### src/rtl/t0_tpdu_sequencer.sv
// T=0 TPDU sequencer: sends the command header, follows procedure bytes,
// moves data to/from the master UART and collects SW1/SW2.
module t0_tpdu_sequencer #(
    parameter int unsigned WWT_CYCLES = 9600 * 372
) (
    input  logic       clk,
    input  logic       nReset,
    input  logic       start,
    input  logic [7:0] cla,
    input  logic [7:0] ins,
    input  logic [7:0] p1,
    input  logic [7:0] p2,
    input  logic [7:0] p3,
    input  logic       isWrite,
    input  logic [7:0] txByte,
    input  logic       txValid,
    output logic       txReady,
    output logic [7:0] rxByte,
    output logic       rxValid,
    output logic       busy,
    output logic       done,
    output logic [7:0] sw1,
    output logic [7:0] sw2,
    output logic [1:0] errCode,
    output logic [7:0] masterDataIn,
    output logic       masterNWe,
    input  logic [7:0] masterDataOut,
    output logic       masterNCs,
    input  logic [7:0] masterStatus
);

    typedef enum logic [2:0] {
        S_IDLE, S_HDR, S_PROC, S_DATA_TX, S_DATA_RX, S_SW2, S_DONE
    } state_e;

    localparam logic [31:0] TMO_LAST = WWT_CYCLES - 1;

    state_e          state_q, state_d;
    logic [4:0][7:0] hdr_q, hdr_d;
    logic            isWrite_q, isWrite_d;
    logic            single_q, single_d;
    logic [8:0]      rem_q, rem_d;
    logic [2:0]      idx_q, idx_d;
    logic [31:0]     timer_q, timer_d;
    logic            nWe_q, nWe_d;
    logic            nCs_q, nCs_d;
    logic            rdGap_q, rdGap_d;
    logic [7:0]      dataIn_q, dataIn_d;
    logic [7:0]      rxByte_q, rxByte_d;
    logic            rxValid_q, rxValid_d;
    logic [7:0]      sw1_q, sw1_d;
    logic [7:0]      sw2_q, sw2_d;
    logic [1:0]      err_q, err_d;

    logic       txPending, lineErrIn, bufFull;
    logic       waitSt, lineErr, canWrite;
    logic       hdrWr, txAcc, rdFire, rdReq, tmo, lastXfer;
    logic [7:0] insQ;
    logic [8:0] remDec;
    logic       unused_status;

    function automatic logic isWait(input state_e s);
        return (s == S_PROC) || (s == S_DATA_RX) || (s == S_SW2);
    endfunction

    assign txPending     = masterStatus[6];
    assign lineErrIn     = masterStatus[2] | masterStatus[1];
    assign bufFull       = masterStatus[0];
    assign unused_status = ^{masterStatus[7], masterStatus[5:3]};

    assign insQ     = hdr_q[1];
    assign waitSt   = isWait(state_q);
    assign lineErr  = (state_q != S_IDLE) && (state_q != S_DONE) && lineErrIn;
    assign canWrite = !txPending && nWe_q && !lineErr;
    assign hdrWr    = (state_q == S_HDR) && canWrite;
    assign txAcc    = (state_q == S_DATA_TX) && canWrite && txValid;
    assign rdFire   = waitSt && !nCs_q && !lineErr;
    assign rdReq    = waitSt && nCs_q && !rdGap_q && bufFull && !lineErr;
    assign tmo      = waitSt && nCs_q && !rdReq && (timer_q >= TMO_LAST);
    assign remDec   = (rem_q == 9'd0) ? 9'd0 : rem_q - 9'd1;
    assign lastXfer = single_q || (rem_q <= 9'd1);

    // State register
    always_ff @(posedge clk or negedge nReset) begin
        if (!nReset) state_q <= S_IDLE;
        else         state_q <= state_d;
    end

    // Datapath and master strobe registers
    always_ff @(posedge clk or negedge nReset) begin
        if (!nReset) begin
            hdr_q     <= '0;
            isWrite_q <= 1'b0;
            single_q  <= 1'b0;
            rem_q     <= 9'd0;
            idx_q     <= 3'd0;
            timer_q   <= 32'd0;
            nWe_q     <= 1'b1;
            nCs_q     <= 1'b1;
            rdGap_q   <= 1'b0;
            dataIn_q  <= 8'h00;
            rxByte_q  <= 8'h00;
            rxValid_q <= 1'b0;
            sw1_q     <= 8'h00;
            sw2_q     <= 8'h00;
            err_q     <= 2'd0;
        end else begin
            hdr_q     <= hdr_d;
            isWrite_q <= isWrite_d;
            single_q  <= single_d;
            rem_q     <= rem_d;
            idx_q     <= idx_d;
            timer_q   <= timer_d;
            nWe_q     <= nWe_d;
            nCs_q     <= nCs_d;
            rdGap_q   <= rdGap_d;
            dataIn_q  <= dataIn_d;
            rxByte_q  <= rxByte_d;
            rxValid_q <= rxValid_d;
            sw1_q     <= sw1_d;
            sw2_q     <= sw2_d;
            err_q     <= err_d;
        end
    end

    // Next state: procedure-byte decode, counters, strobe requests
    always_comb begin
        state_d   = state_q;
        hdr_d     = hdr_q;
        isWrite_d = isWrite_q;
        single_d  = single_q;
        rem_d     = rem_q;
        idx_d     = idx_q;
        sw1_d     = sw1_q;
        sw2_d     = sw2_q;
        err_d     = err_q;
        rxByte_d  = rxByte_q;
        rxValid_d = 1'b0;
        dataIn_d  = dataIn_q;
        nWe_d     = !(hdrWr || txAcc);
        nCs_d     = !rdReq;
        rdGap_d   = !nCs_q;

        if (hdrWr)      dataIn_d = hdr_q[idx_q];
        else if (txAcc) dataIn_d = txByte;

        unique case (state_q)
            S_IDLE: begin
                if (start) begin
                    state_d   = S_HDR;
                    hdr_d     = {p3, p2, p1, ins, cla};
                    isWrite_d = isWrite;
                    rem_d     = (!isWrite && p3 == 8'h00) ? 9'd256 : {1'b0, p3};
                    idx_d     = 3'd0;
                    single_d  = 1'b0;
                    sw1_d     = 8'h00;
                    sw2_d     = 8'h00;
                    err_d     = 2'd0;
                end
            end
            S_HDR: begin
                if (hdrWr) begin
                    idx_d = idx_q + 3'd1;
                    if (idx_q == 3'd4) state_d = S_PROC;
                end
            end
            S_PROC: begin
                if (rdFire && masterDataOut != 8'h60) begin
                    if (masterDataOut == insQ || masterDataOut == ~insQ) begin
                        single_d = (masterDataOut != insQ);
                        if (rem_q != 9'd0)
                            state_d = isWrite_q ? S_DATA_TX : S_DATA_RX;
                    end else if (masterDataOut[7:4] == 4'h6 ||
                                 masterDataOut[7:4] == 4'h9) begin
                        sw1_d   = masterDataOut;
                        state_d = S_SW2;
                    end else begin
                        err_d   = 2'd2;
                        state_d = S_DONE;
                    end
                end
            end
            S_DATA_TX: begin
                if (txAcc) begin
                    rem_d = remDec;
                    if (lastXfer) state_d = S_PROC;
                end
            end
            S_DATA_RX: begin
                if (rdFire) begin
                    rxByte_d  = masterDataOut;
                    rxValid_d = 1'b1;
                    rem_d     = remDec;
                    if (lastXfer) state_d = S_PROC;
                end
            end
            S_SW2: begin
                if (rdFire) begin
                    sw2_d   = masterDataOut;
                    state_d = S_DONE;
                end
            end
            S_DONE:  state_d = S_IDLE;
            default: state_d = S_IDLE;
        endcase

        if (tmo) begin
            err_d   = 2'd1;
            state_d = S_DONE;
        end
        if (lineErr) begin
            err_d   = 2'd3;
            state_d = S_DONE;
        end

        if ((state_d != state_q && isWait(state_d)) || rdFire)
            timer_d = 32'd0;
        else if (waitSt)
            timer_d = timer_q + 32'd1;
        else
            timer_d = 32'd0;
    end

    // Outputs decoded from state and registers
    always_comb begin
        busy         = (state_q != S_IDLE) && (state_q != S_DONE);
        done         = (state_q == S_DONE);
        txReady      = (state_q == S_DATA_TX) && canWrite;
        masterNWe    = nWe_q;
        masterNCs    = nCs_q;
        masterDataIn = dataIn_q;
        rxByte       = rxByte_q;
        rxValid      = rxValid_q;
        sw1          = sw1_q;
        sw2          = sw2_q;
        errCode      = err_q;
    end

endmodule

### config.mk
export PLATFORM = sky130hd
export DESIGN_NAME = t0_tpdu_sequencer
export DESIGN_NICKNAME = d
export VERILOG_FILES = /design/src/rtl/t0_tpdu_sequencer.sv
export SDC_FILE = /design/constraint.sdc
export NUM_CORES = 1
export LEC_CHECK = 0
export ABC_AREA = 1
export ABC_CLOCK_PERIOD_IN_PS = 2390
export CAP_MARGIN = 30
export CORE_MARGIN = 5
export CORE_UTILIZATION = 40
export DETAILED_ROUTE_END_ITERATION = 6
export PLACE_DENSITY = 0.7
export SYNTH_ARGS = -nofsm -noshare
export SYNTH_HDL_FRONTEND = slang
export SYNTH_SLANG_ARGS = --single-unit
### constraint.sdc
create_clock -name clk -period 2.39 [get_ports clk]
set_clock_uncertainty 0.2 [all_clocks]
set_input_delay 0.717 -clock clk [delete_from_list [all_inputs] [get_ports clk]]
set_output_delay 0.717 -clock clk [all_outputs]
set_load 0.01 [all_outputs]
## Word-level counts from Yosys, hierarchy flattened

Index checks and enable logic that the tools add are counted.
W data, S select, Z words.

- Input bits: 69
- Logic and storage cells: 162
- Output and inout bits: 40
- Bits in registers: 127

- Equality and inequality tests: 31
- Bitwise logic cells: 2
- Add/subtract/negate cells: 3
- Muxes and demuxes: 50
- $lt $le $gt $ge: 3
- Reductions and logical operators: 53

Operators by type and width:

| cell | number |
|---|---|
| $mux W32 | 2 |
| $mux W8 | 8 |
| $mux W3 | 15 |
| $mux W9 | 5 |
| $add A32 B1 Y32 const B | 1 |
| $ge A32 B22 Y1 const B | 1 |
| $pmux W8 S2 | 2 |
| $pmux W9 S3 | 1 |
| $bmux W8 S3 | 1 |
| $eq A3 B3 Y1 const B | 6 |
| $logic_and A1 B1 Y1 | 18 |
| $pmux W3 S6 | 1 |
| $eq A8 B8 Y1 | 2 |
| $mux W2 | 7 |
| $ne A2 B2 Y1 const B | 6 |
| $ne A4 B4 Y1 const B | 3 |
| $reduce_and A5 Y1 | 2 |
| $eq A3 B2 Y1 const B | 3 |
| $le A9 B1 Y1 const B | 1 |
| $logic_not A9 Y1 | 1 |
| $logic_or A1 B1 Y1 | 9 |
| $reduce_bool A9 Y1 | 1 |
| $sub A9 B1 Y9 const B | 1 |
| $logic_not A8 Y1 | 1 |
| other kinds (25) | 44 |

## Depth between registers and ports, before layout

- Depth in word-level cells: 18
- Mapped depth: 18
- Gate-level depth less buffers: 17

## Worst setup path after synthesis

OpenSTA, ideal clock, no wires.

- Path kind: register -> register
- From: reg idx_q[0]
- To: reg timer_q[20]
- Stages on the path, launching flop included: 18
- Buffers on the path: 3
- Period minus slack after synthesis: 2.436 ns
- Data required time: 2.067 ns
- Arrival time: 2.113 ns
- Setup time: 0.123 ns
- Setup slack: -0.046 ns
- Cell sequence: dfrtp_1 clkbuf_1 clkinv_1 buf_1 ha_1 nand2_1 inv_1 nand3_1 nand2_1 nor2_1 nand2_1 nor2_1 nand3_1 nand2_1 nand2_1 nand2_2 buf_6 nor2_1

- Longest elaborated chain between the ends: 12
- Elaborated cells on any way between the ends: 15
- Classes of those cells: eq/ne (5); mux (6); reduce/logical (4)

RTL lines:

| item | RTL line | source |
|---|---|---|
| start, declared | 43 | `logic [2:0] idx_q, idx_d;` |
| start signal, assigned | 112 | `idx_q <= idx_d;` |
| $eq A3 B3 Y1 (*) | 164 | `if (idx_q == 3'd4) state_d = S_PROC;` |
| $mux W3 (*) | 164 |  |
| $mux W3 (*) | 162 | `if (hdrWr) begin` |
| $pmux W3 S6 (*) | 147 | `unique case (state_q)` |
| $mux W3 (*) | 207 | `if (tmo) begin` |
| $mux W3 (*) | 211 | `if (lineErr) begin` |
| $eq A3 B2 Y1 or $eq A3 B3 Y1 (tied branches) | 63 | `return (s == S_PROC) \|\| (s == S_DATA_RX) \|\| (s == S_SW2);` |
| $logic_or A1 B1 Y1 (2 in series) | 63 |  |
| $logic_and A1 B1 Y1 (*) | 216 | `if ((state_d != state_q && isWait(state_d)) \|\| rdFire)` |
| $logic_or A1 B1 Y1 (*) | 216 |  |
| $mux W32 (*) | 216 |  |
| via timer_d[20] | 44 | `logic [31:0] timer_q, timer_d;` |
| end signal, assigned | 113 | `timer_q <= timer_d;` |
| end, declared | 44 |  |

Mark *: on every way through the listed nets, which the timed path passes. The rest lies on a longest branch.
A chain may end at the register's enable or synchronous reset.

## Worst setup path after layout

- From: reg state_q[2]
- To: out txReady

- Longest elaborated chain between the ends: 6
- Elaborated cells on any way between the ends: 8
- Classes of those cells: eq/ne (2); reduce/logical (6)

RTL lines:

| item | RTL line | source |
|---|---|---|
| start, declared | 38 | `state_e state_q, state_d;` |
| start signal, assigned | 86 | `else state_q <= state_d;` |
| $ne A3 B3 Y1 or $reduce_bool A3 Y1 (tied branches) | 73 | `assign lineErr = (state_q != S_IDLE) && (state_q != S_DONE) && lineErrIn;` |
| $logic_and A1 B1 Y1 (2 in series) | 73 |  |
| $logic_not A1 Y1 | 74 | `assign canWrite = !txPending && nWe_q && !lineErr;` |
| $logic_and A1 B1 Y1 | 74 |  |
| $logic_and A1 B1 Y1 (*) | 228 | `txReady = (state_q == S_DATA_TX) && canWrite;` |
| end, declared | 17 | `output logic txReady,` |

Mark *: on every way between the ends. The rest lies on a longest branch, timed or not.

==> impl_metrics.ini <==
[status]
status = finished, violations left
failed_checks = setup timing

[placed_design]
dp_hpwl_mm = 14.1
dp_cells = 1330
place.gp.congestion = 0.887
dpl_worst_slack_ns = -0.964
portBuffers = 104
dpl_cell_area_mm2 = 0.00880

[logic_synthesis]
ys_seq_elements = 127
synth_edf_count = 0
yosysTopAreaCell = dfrtp_1
synth_cells = 946
synth_top_family_by_area = simple AND/OR/NAND/NOR gates
synth_commonest_cells = nand2_1 (280), dfrtp_1 (125), nor2_1 (115)
ys_warn_count = 0
synth-compound-area-share_pct = 10.9
ys_types = 35
yosys-top-cells-area = dfrtp_1 (46%), nand2_1 (15%), nor2_1 (6.3%)
synth_top_flop_cell = dfrtp_1
synth_area_mm2 = 0.00685
ys_seq_area_share_pct = 46.5
synth_top_area_share_pct = 45.7
syn_area_per_cell_um2 = 7.24
async_flop_share_pct = 100
synthAdderAreaFrac_pct = 1.10
synth_mux_area_share_pct = 0
synth-simple-area-share_pct = 32.1
synth_fp_nets = 1021
yosysMostFrequentCell = nand2_1
synth-xor-area-share_pct = 0.895

[global_routing]
use_met3_pct = 4.64
grt_pass1_wl_mm = 34.4
grt_overflow = 0
busiest_layer = met2
grt_use_total_pct = 21.4
grt_pass1_vias = 6954
met1_usage_pct = 28.4
grt_max_degree = 62
met2_usage_pct = 35.0
antenna_found_initial = 0

[worst_setup_path]
path_common_cell = buf_6
path_class = reg2out
critPathRequiredTime_ns = 1.47
cp.arrival_ns = 1.68
rr_worst_depth = 18
critPathMaxFanout = 3
slowest_stage = dfrtp_2
critPathCaptureType = primary output
cp_cell_sequence = buf_4 -> nor3_4 -> inv_2 -> nor2_4 -> buf_6 -> buf_6
slowest_delay_ns = 0.45
critPathLaunchType = register

[floorplanning]
num_io_pins = 109
die_h_um = 141
die_w_um = 141
fp.coreArea_mm2 = 0.0167
start_util_pct = 41.0
rows = 47
die-area_mm2 = 0.0198

[layout]
ff_latch_area_mm2 = 0.00318
antenna_cells = 0
area_growth_pct = 48.0
finalInstanceArea_mm2 = 0.0101
drive_gt1_share_pct = 22.1
multi_input_area_mm2 = 0.00337
fin_util_pct = 60.7
fin_cells = 1403
fin_nets = 1245
fill_cells = 1443

[detailed_routing]
routed_wl_mm = 21.0
routed_via_density = 5.07
drt-pass1-iter-count = 5
dr_total_vias = 7118
drc = 0
wl_per_cell_um = 15.0
first_iter_violations = 525
antenna_left = 0

[power]
comb_power_share_pct = 46.8
switching_share_pct = 38.3
p_int_mw = 6.77
clkPwrFrac_pct = 23.3
total_power_mw = 11.0
p_sw_mw = 4.20
seqPwrFrac_pct = 29.9
power.density_mw_per_mm2 = 1080
peakVddDrop_uv = 593
leakage_nw = 4.83

[clock_tree]
clock_latency_ns = 0.42
cts.clk_slew.worst_paths_ns = 0.06
cts_root_buf = clkbuf_16
cts_buffers = 17
cts_buffer_depth = 2
cts.sinks = 127
htreeDepth = 4
cts_tree = built

[timing]
slew_headroom_pct = 68.5
setup_violations = 36
setup_tns_ns = -5.16
rsz0062_at_grt = yes
hold_viol = 0
finalCriticalPeriod_ns = 2.60
drv_slew = 0
fin_crit_sh_pct = 109
fmax_ghz = 0.385
holdWs_ns = 0.275
worst_pin_slew_ns = 0.471
setup_ws_ns = -0.209

[run]
maxCapViolations = 0

[min_path]
hold-path-cell-count = 2
hold_path.class = reg2reg
==> flip-flops by register name, summed over array words and instances (netlist names) <==
name          count
sw2               8
masterDataIn      8
hdr_q            32
state_q           3
rdGap_q           1
insQ              8
rem_q             9
idx_q             3
sw1               8
timer_q          32
single_q          1
masterNCs         1
masterNWe         1
isWrite_q         1
rxValid           1
rxByte            8
errCode           2
==> what timing repair did <==
item	CTS	global route
setup endpoints to repair	47	65
pin swaps	26	25
buffers inserted	31	9
resized for setup	94	42
endpoints found under the hold margin	14	0
gates cloned	3	2
hold buffers	1	0
==> final timing paths <==
| check | startpoint | to | slack, ns |
|---|---|---|---|
| max in group asynchronous | nReset | masterNWe | 0.84 |
| worst max-delay path | state_q[2] | txReady | -0.21 |
| worst max register to register | state_q[2] | state_q[1] | -0.20 |
| worst min register to register | hdr_q[23] | hdr_q[23] | 0.27 |
| min in group asynchronous | nReset | rem_q[8] | 0.51 |
| worst min-delay path | hdr_q[23] | hdr_q[23] | 0.27 |
==> power by group through the flow <==
stage | Combinational, mW | Sequential [mW] | Clock [mW]
floorplan | 2.25 | 3.26 | 0
global placement | 4.14 | 3.26 | 0
global route | 5.67 | 3.36 | 2.70
detailed placement | 4.21 | 3.27 | 0
finish | 5.14 | 3.28 | 2.56
CTS | 4.79 | 3.27 | 2.58
==> critical path, delay by kind of cell (launching register included) <==
| kind | cells | cell delay [ns] |
|---|---|---|
| buffers and inverters | 4 | 0.47 |
| AND/OR/NAND/NOR | 2 | 0.35 |
| flip-flops | 1 | 0.45 |
==> kinds of logic (layout without fill, tap and decap cells) <==
group                      count (synthesis)  count (layout)
buffers and inverters                    149             386
adders and majority gates                  6               6
DFF                                      127             127
AOI/OAI and AO/OA                        134             134
xor gates and xnor gates                   7               7
and+or+nand+nor                          523             523
==> layout by cell type, fill, tap and decap left out, types with 3 or more instances in the layout <==
cell,Yosys,routed
o21ai_0,81,79
nand2_2,5,7
dfrtp_1,125,122
dfrtp_2,0,3
buf_4,0,104
buf_6,3,15
buf_12,0,9
nor4_1,3,3
nand3_1,70,64
a21oi_1,9,9
nand4_1,20,20
inv_1,107,100
o21ai_1,2,3
o22ai_1,17,17
o211ai_1,12,12
clkbuf_16,0,19
nand2_1,280,270
dlygate4sd2_1,0,9
nor3_1,13,11
buf_16,0,3
or2_2,8,8
clkdlybuf4s50_1,0,87
nor2_1,115,82
nor2_4,1,12
nand2_4,0,7
nand3_2,2,6
nor2_2,2,24
inv_2,9,16
clkinvlp_4,0,5
a31oi_1,10,10
clkinv_2,0,4
ha_1,6,6
xor2_1,5,5
==> metal layers <==
layer  part of all wire, %  wire length [µm]
met1                    43              9010
met4                   1.4               293
met5                     0                 0
met2                    49             10400
met3                   6.4              1340
==> area by class of cell <==
type	count	area share (%)
multi-input cells	670	33.3
flip-flops and latches	127	31.4
repair buffers	235	22.4
inverters	119	4.42
clock buffers	19	4.37
well taps	220	2.72
clock inverters	13	1.37
No activity file was read; power rests on OpenSTA's default activity.
